===== config.mk =====
export PLATFORM = sky130hd
export DESIGN_NAME = spi_cmd_arb_buffer
export DESIGN_NICKNAME = d
export VERILOG_FILES = /design/src/rtl/spi_cmd_buf_pkg.sv /design/src/rtl/spi_cmd_sync_fifo.sv /design/src/rtl/spi_cmd_arb_buffer.sv
export SDC_FILE = /design/constraint.sdc
export NUM_CORES = 2
export LEC_CHECK = 0
export BUFFER_PORTS_ARGS = -buffer_cell sky130_fd_sc_hd__buf_2
export CORE_UTILIZATION = 56
export DETAILED_ROUTE_END_ITERATION = 6
export GPL_TIMING_DRIVEN = 0
export PLACE_DENSITY = 0.75
export SLEW_MARGIN = 25
export SYNTH_ARGS = -nofsm -noshare
export SYNTH_HDL_FRONTEND = slang
export SYNTH_SLANG_ARGS = --single-unit

===== constraint.sdc =====
create_clock -name sys_clk -period 4 [get_ports sys_clk]
set_input_delay 0.4 -clock sys_clk [delete_from_list [all_inputs] [get_ports sys_clk]]
set_output_delay 0.4 -clock sys_clk [all_outputs]
set_load 0.005 [all_outputs]

===== src/rtl/spi_cmd_buf_pkg.sv =====
// Shared sizing helpers for the SPI command arbitration buffer: channel-id width,
// rd_data field layout and drop counter width.
package spi_cmd_buf_pkg;

    localparam int DROP_CNT_W = 16;
    localparam logic [DROP_CNT_W-1:0] DROP_CNT_MAX = '1;

    // A single channel still gets a 1-bit id field so rd_data keeps a fixed layout.
    function automatic int ch_w(input int ch_num);
        return (ch_num > 1) ? $clog2(ch_num) : 1;
    endfunction

    function automatic int rd_cmd_lsb();
        return 0;
    endfunction

    function automatic int rd_ch_lsb(input int data_w);
        return data_w;
    endfunction

    function automatic int rd_data_w(input int ch_num, input int data_w);
        return ch_w(ch_num) + data_w;
    endfunction

endpackage


===== src/rtl/spi_cmd_sync_fifo.sv =====
// Single-clock FIFO with registered read data, occupancy count and full/empty flags.
// A write into a full FIFO is taken only when a read frees a slot on the same edge.
module spi_cmd_sync_fifo #(
    parameter int WIDTH = 25,
    parameter int DEPTH = 64
) (
    input  logic                     clk,
    input  logic                     rst_n,
    input  logic                     wr_en,
    input  logic [WIDTH-1:0]         wr_data,
    input  logic                     rd_en,
    output logic [WIDTH-1:0]         rd_data,
    output logic [$clog2(DEPTH):0]   count,
    output logic                     full,
    output logic                     empty
);

    localparam int AW = $clog2(DEPTH);

    logic [WIDTH-1:0] mem [DEPTH];
    logic [AW-1:0]    wr_ptr;
    logic [AW-1:0]    rd_ptr;
    logic             do_rd;
    logic             do_wr;

    assign full  = (count == (AW+1)'(DEPTH));
    assign empty = (count == '0);
    assign do_rd = rd_en && !empty;
    assign do_wr = wr_en && (!full || do_rd);

    // Pointers are AW bits wide, so they wrap modulo DEPTH for free.
    always_ff @(posedge clk) begin
        if (!rst_n) begin
            wr_ptr  <= '0;
            rd_ptr  <= '0;
            count   <= '0;
            rd_data <= '0;
        end else begin
            if (do_wr) begin
                wr_ptr <= wr_ptr + 1'b1;
            end
            if (do_rd) begin
                rd_ptr  <= rd_ptr + 1'b1;
                rd_data <= mem[rd_ptr];
            end
            case ({do_wr, do_rd})
                2'b10:   count <= count + 1'b1;
                2'b01:   count <= count - 1'b1;
                default: count <= count;
            endcase
        end
    end

    always_ff @(posedge clk) begin
        if (do_wr) begin
            mem[wr_ptr] <= wr_data;
        end
    end

endmodule


===== src/rtl/spi_cmd_arb_buffer.sv =====
// Per-channel command holding registers, round-robin arbitration into a shared FIFO.
// Optional drop statistics are built when SPI_CMD_BUF_DROP_CNT_EN is defined.
module spi_cmd_arb_buffer
    import spi_cmd_buf_pkg::*;
#(
    parameter int CH_NUM = 2,
    parameter int DATA_W = 24,
    parameter int DEPTH  = 64
) (
    input  logic                               sys_clk,
    input  logic                               sys_rst_n,
    input  logic [CH_NUM-1:0]                  cmd_wr_en,
    input  logic [CH_NUM*DATA_W-1:0]           cmd_wr_data,
    output logic [CH_NUM-1:0]                  cmd_hold_busy,
    input  logic                               rd_en,
    output logic [rd_data_w(CH_NUM, DATA_W)-1:0] rd_data,
    output logic                               fifo_empty,
    output logic                               fifo_full,
    output logic [$clog2(DEPTH):0]             fifo_count,
    output logic [DROP_CNT_W-1:0]              drop_cnt,
    output logic                               ovf_flag
);

    localparam int CH_W    = ch_w(CH_NUM);
    localparam int ENTRY_W = rd_data_w(CH_NUM, DATA_W);

    logic [CH_NUM-1:0] hold_valid;
    logic [DATA_W-1:0] hold_data [CH_NUM];
    logic [CH_W-1:0]   rr_ptr;
    logic              can_grant;
    logic              grant_any;
    logic [CH_W-1:0]   grant_idx;
    logic [DATA_W-1:0] grant_data;
    logic [CH_NUM-1:0] grant_vec;
    logic [CH_NUM-1:0] accept_vec;
    int                best_d;
    int                d;

    // Handshake: a holding register is a valid source; the FIFO is ready when not
    // full or when rd_en frees a slot this cycle. A transfer happens on valid && ready.
    assign can_grant     = !fifo_full || rd_en;
    assign cmd_hold_busy = hold_valid;

    // Winner is the valid channel at the smallest distance above rr_ptr (mod CH_NUM).
    always_comb begin
        grant_any  = 1'b0;
        grant_idx  = '0;
        grant_data = '0;
        best_d     = CH_NUM;
        d          = 0;
        for (int c = 0; c < CH_NUM; c++) begin
            d = c - int'(rr_ptr);
            if (d < 0) begin
                d = d + CH_NUM;
            end
            if (can_grant && hold_valid[c] && (d < best_d)) begin
                best_d     = d;
                grant_any  = 1'b1;
                grant_idx  = CH_W'(c);
                grant_data = hold_data[c];
            end
        end
    end

    // A full holding register can still take a strobe when it is drained on the same edge.
    always_comb begin
        grant_vec  = '0;
        accept_vec = '0;
        for (int c = 0; c < CH_NUM; c++) begin
            grant_vec[c]  = grant_any && (grant_idx == CH_W'(c));
            accept_vec[c] = cmd_wr_en[c] && (!hold_valid[c] || grant_vec[c]);
        end
    end

    always_ff @(posedge sys_clk) begin
        if (!sys_rst_n) begin
            hold_valid <= '0;
            rr_ptr     <= '0;
        end else begin
            for (int c = 0; c < CH_NUM; c++) begin
                if (accept_vec[c]) begin
                    hold_valid[c] <= 1'b1;
                end else if (grant_vec[c]) begin
                    hold_valid[c] <= 1'b0;
                end
            end
            if (grant_any) begin
                if (int'(grant_idx) == CH_NUM - 1) begin
                    rr_ptr <= '0;
                end else begin
                    rr_ptr <= grant_idx + 1'b1;
                end
            end
        end
    end

    always_ff @(posedge sys_clk) begin
        for (int c = 0; c < CH_NUM; c++) begin
            if (accept_vec[c]) begin
                hold_data[c] <= cmd_wr_data[c*DATA_W +: DATA_W];
            end
        end
    end

    spi_cmd_sync_fifo #(
        .WIDTH (ENTRY_W),
        .DEPTH (DEPTH)
    ) u_fifo (
        .clk     (sys_clk),
        .rst_n   (sys_rst_n),
        .wr_en   (grant_any),
        .wr_data ({grant_idx, grant_data}),
        .rd_en   (rd_en),
        .rd_data (rd_data),
        .count   (fifo_count),
        .full    (fifo_full),
        .empty   (fifo_empty)
    );

`ifdef SPI_CMD_BUF_DROP_CNT_EN
    logic [CH_NUM-1:0]   drop_vec;
    logic [DROP_CNT_W:0] drop_sum;

    always_comb begin
        drop_vec = '0;
        drop_sum = {1'b0, drop_cnt};
        for (int c = 0; c < CH_NUM; c++) begin
            drop_vec[c] = cmd_wr_en[c] && hold_valid[c] && !grant_vec[c];
            drop_sum    = drop_sum + (DROP_CNT_W+1)'(drop_vec[c]);
        end
    end

    always_ff @(posedge sys_clk) begin
        if (!sys_rst_n) begin
            drop_cnt <= '0;
            ovf_flag <= 1'b0;
        end else begin
            drop_cnt <= drop_sum[DROP_CNT_W] ? DROP_CNT_MAX : drop_sum[DROP_CNT_W-1:0];
            if (|drop_vec) begin
                ovf_flag <= 1'b1;
            end
        end
    end
`else
    assign drop_cnt = '0;
    assign ovf_flag = 1'b0;
`endif

endmodule

==> flow_summary.json <==
{
  "syn_area_per_cell_um2": 20.4,
  "slowest_delay_ns": 0.88,
  "cp.required_ns": 4.65,
  "die-height_um": 344,
  "viasPerCell": 6.80,
  "yosysTopAreaCell": "edfxtp_1",
  "vias": 35804,
  "reg2regPathDepth": 8,
  "synth_most_common_cell": "edfxtp_1",
  "start_kind": "register",
  "die_w_um": 344,
  "floorplan.initialDensity_pct": 56.8,
  "cts_tree": "done",
  "cts_made_buffers": 162,
  "seq_area_frac_synth_pct": 77.1,
  "path_buf_inv": 3,
  "layout-drive-gt1-share_pct": 25.7,
  "path_cells": "buf_2 > buf_2 > clkbuf_1 > mux4_2 > a211oi_1 > o21ai_0 > a32oi_1 > nand2_1",
  "crit_fanout": 10,
  "port_buffers": 88,
  "irDropWorstVdd_mv": 0.653,
  "first_global_vias": 34763,
  "synth_common_cells": "1648 x edfxtp_1, 276 x mux4_2, 249 x mux2i_1",
  "synthFlopType": "edfxtp_1",
  "crit_family": "compound AO/OA/AOI/OAI gates",
  "ant_nets": 0,
  "clk_pin_slew_ns": 0.07,
  "yosys_register_bits": 1695,
  "crit_slowest_cell": "a211oi_1",
  "whs_path_depth": 2,
  "switching_share_pct": 26.6,
  "tightest_slew_ns": 1.17,
  "yosysWarnings": 0,
  "rsz0062_at_grt": "false",
  "first_pass_iters": 6,
  "routabilityCongestion": 1.06,
  "grt_pass1_wl_mm": 252,
  "timing.fmax_ghz": 0.262,
  "r2r_end": "u_fifo.rd_data[17]",
  "p_int_mw": 31.5,
  "p_per_area_mw_per_mm2": 564,
  "finalSetupViolCount": 0,
  "clock-root-buffer": "clkbuf_16",
  "overflow": 0,
  "hold_viol": 0,
  "nets": 3681,
  "cts.sinks": 1695,
  "grt_max_degree": 65,
  "drv_cap": 0,
  "arrival_ns": 4.47,
  "rows": 124,
  "rr_startpoint": "u_fifo.rd_ptr[1]",
  "finalCritPeriodShare_pct": 95.4,
  "clk_latency_ns": 0.78,
  "seq_power_share_pct": 48.1,
  "hold_start": "cmd_wr_data[29]",
  "relSlewSlack_pct": 22.2,
  "slew_viol_final": 0,
  "yosysTopAreaCellShare_pct": 75.7,
  "cts-htree-levels": 4,
  "endpoint_kind": "register",
  "worstSetupPathType": "register to register",
  "netlist_area_mm2": 0.0654,
  "wl_per_cell_um": 34.2,
  "placed_area_mm2": 0.0704,
  "p_leak_nw": 23.9,
  "final_cell_area_mm2": 0.0761,
  "drt_iter0_markers": 5728,
  "grt_antenna_before_repair": 18,
  "routed_wl_mm": 180,
  "final-seq-area_mm2": 0.0504,
  "dp_hpwl_mm": 117,
  "period_needed_ns": 3.82,
  "reg2reg_slack_ns": 0.18,
  "outcome": "finished clean",
  "net-switching-power_mw": 11.4,
  "die-area_mm2": 0.118,
  "synth_area_leaders": "edfxtp_1 76%, mux4_2 9.5%, mux2i_1 3.8%",
  "coreArea_mm2": 0.115,
  "post-place-ws_ns": 0.344,
  "setup_ws_ns": 0.184,
  "cp_common_cell": "buf_2",
  "ctsResizeCount": 0,
  "nFillCells": 7078,
  "clkPwrFrac_pct": 34.9,
  "hold_class": "input port to register",
  "cts_buffer_depth": 3,
  "areaGrowthSynthToFinish_pct": 16.3,
  "comb_power_share_pct": 17.0,
  "synth_cell_types": 57,
  "fin_worst_skew_ns": 0.0354,
  "ios": 106,
  "syn-instance-count": 3208,
  "drcViolationCount": 0,
  "synth_enable_flop_cells": 1648,
  "hold_path_end": "hold_data[0][29]",
  "multi_input_area_mm2": 0.0145,
  "async_reset_ff_share_pct": 0,
  "grt_usage_pct": 30.8
}
timing repair:
action,CTS,global route
hold buffers,52,0
endpoints found under the hold margin,52,0
setup buffers,0,0
setup endpoints to repair,0,0
power groups by stage:
stage	clock [mW]	sequential [mW]	combinational, mW
global placement	0	21.1	6.57
CTS	15.0	20.6	7.11
global route	15.6	20.7	7.57
finish	15.0	20.7	7.30
detailed placement	0	21.0	6.98
floorplan	0	20.8	4.43
through the flow:
step                cells  hold WS (ns)  total power, mW  utilization, %  setup TNS [ns]
floorplan            3224         0.450             25.2               -               0
global route         5263         0.326             43.9            66.1               0
detailed placement   4914         0.502             28.0            61.1               0
finish               5266         0.336             42.9            66.1               0
global placement     4824         0.480             27.6            58.9        -2021.42
CTS                  5260         0.298             42.7            66.0               0
worst max-delay path by stage:
stage / start / endpoint / slack, ns / cells after the start
floorplan: u_fifo.count[3] / u_fifo.mem[49][0] / 0.12 / 4
global placement: rd_en / u_fifo.mem[49][5] / -3.26 / 5
detailed placement: u_fifo.rd_ptr[1] / u_fifo.rd_data[21] / 0.34 / 8
CTS: u_fifo.rd_ptr[1] / u_fifo.rd_data[21] / 0.30 / 8
global route: u_fifo.rd_ptr[1] / u_fifo.rd_data[17] / 0.14 / 8
finish: u_fifo.rd_ptr[1] / u_fifo.rd_data[17] / 0.18 / 8
placed cells by master, fill, tap and decap left out, drive strengths merged, types with 32 or more instances in the layout:
master       count
mux2            75
mux2i          249
nand3           32
o21ai           76
buf            304
a211oi          36
clkinv          66
dlygate4sd3     52
o22ai           60
mux4           276
edfxtp        1648
a21oi           89
dfxtp           47
nand2           77
clkbuf         294
o221ai          39
nor2            89
per-layer routing:
layer	part of all wire, %	wire length (um)	vias up	track usage [%]
met1	36	65000	18292	42.1
met2	45	81300	2920	45.9
met4	4.8	8740	6	13.6
met3	14	25200	455	9.63
met5	0.023	41	-	0
li1	-	-	14131	-
layout make-up:
| cell class | count | area share, % |
|---|---|---|
| Inverter | 10 | 0.0493 |
| Timing Repair Buffer | 231 | 3.79 |
| Buffer | 208 | 1.53 |
| Antenna cell | 5 | 0.0164 |
| Clock inverter | 83 | 0.898 |
| Multi-Input combinational cell | 1311 | 19.1 |
| Clock buffer | 211 | 5.83 |
| Tap cell | 1512 | 2.49 |
| Sequential cell | 1695 | 66.3 |
kinds of logic after synthesis:
kind of cell | synth area share, %
AO/OA/AOI/OAI | 4.45
XOR/XNOR | 0.147
adder cells (fa/ha/maj) | 0.184
buffers and inverters | 1.83
flip-flops | 77.1
multiplexers | 14.6
other | 0.00574
AND/OR/NAND/NOR | 1.65
flip-flops by register name, summed over array words and instances, names as in the netlist:
signal          flops
cmd_hold_busy       2
hold_data          48
rr_ptr              1
u_fifo.count        7
u_fifo.mem       1600
u_fifo.rd_data     25
u_fifo.rd_ptr       6
u_fifo.wr_ptr       6
No activity file was read; power rests on OpenSTA's default activity.
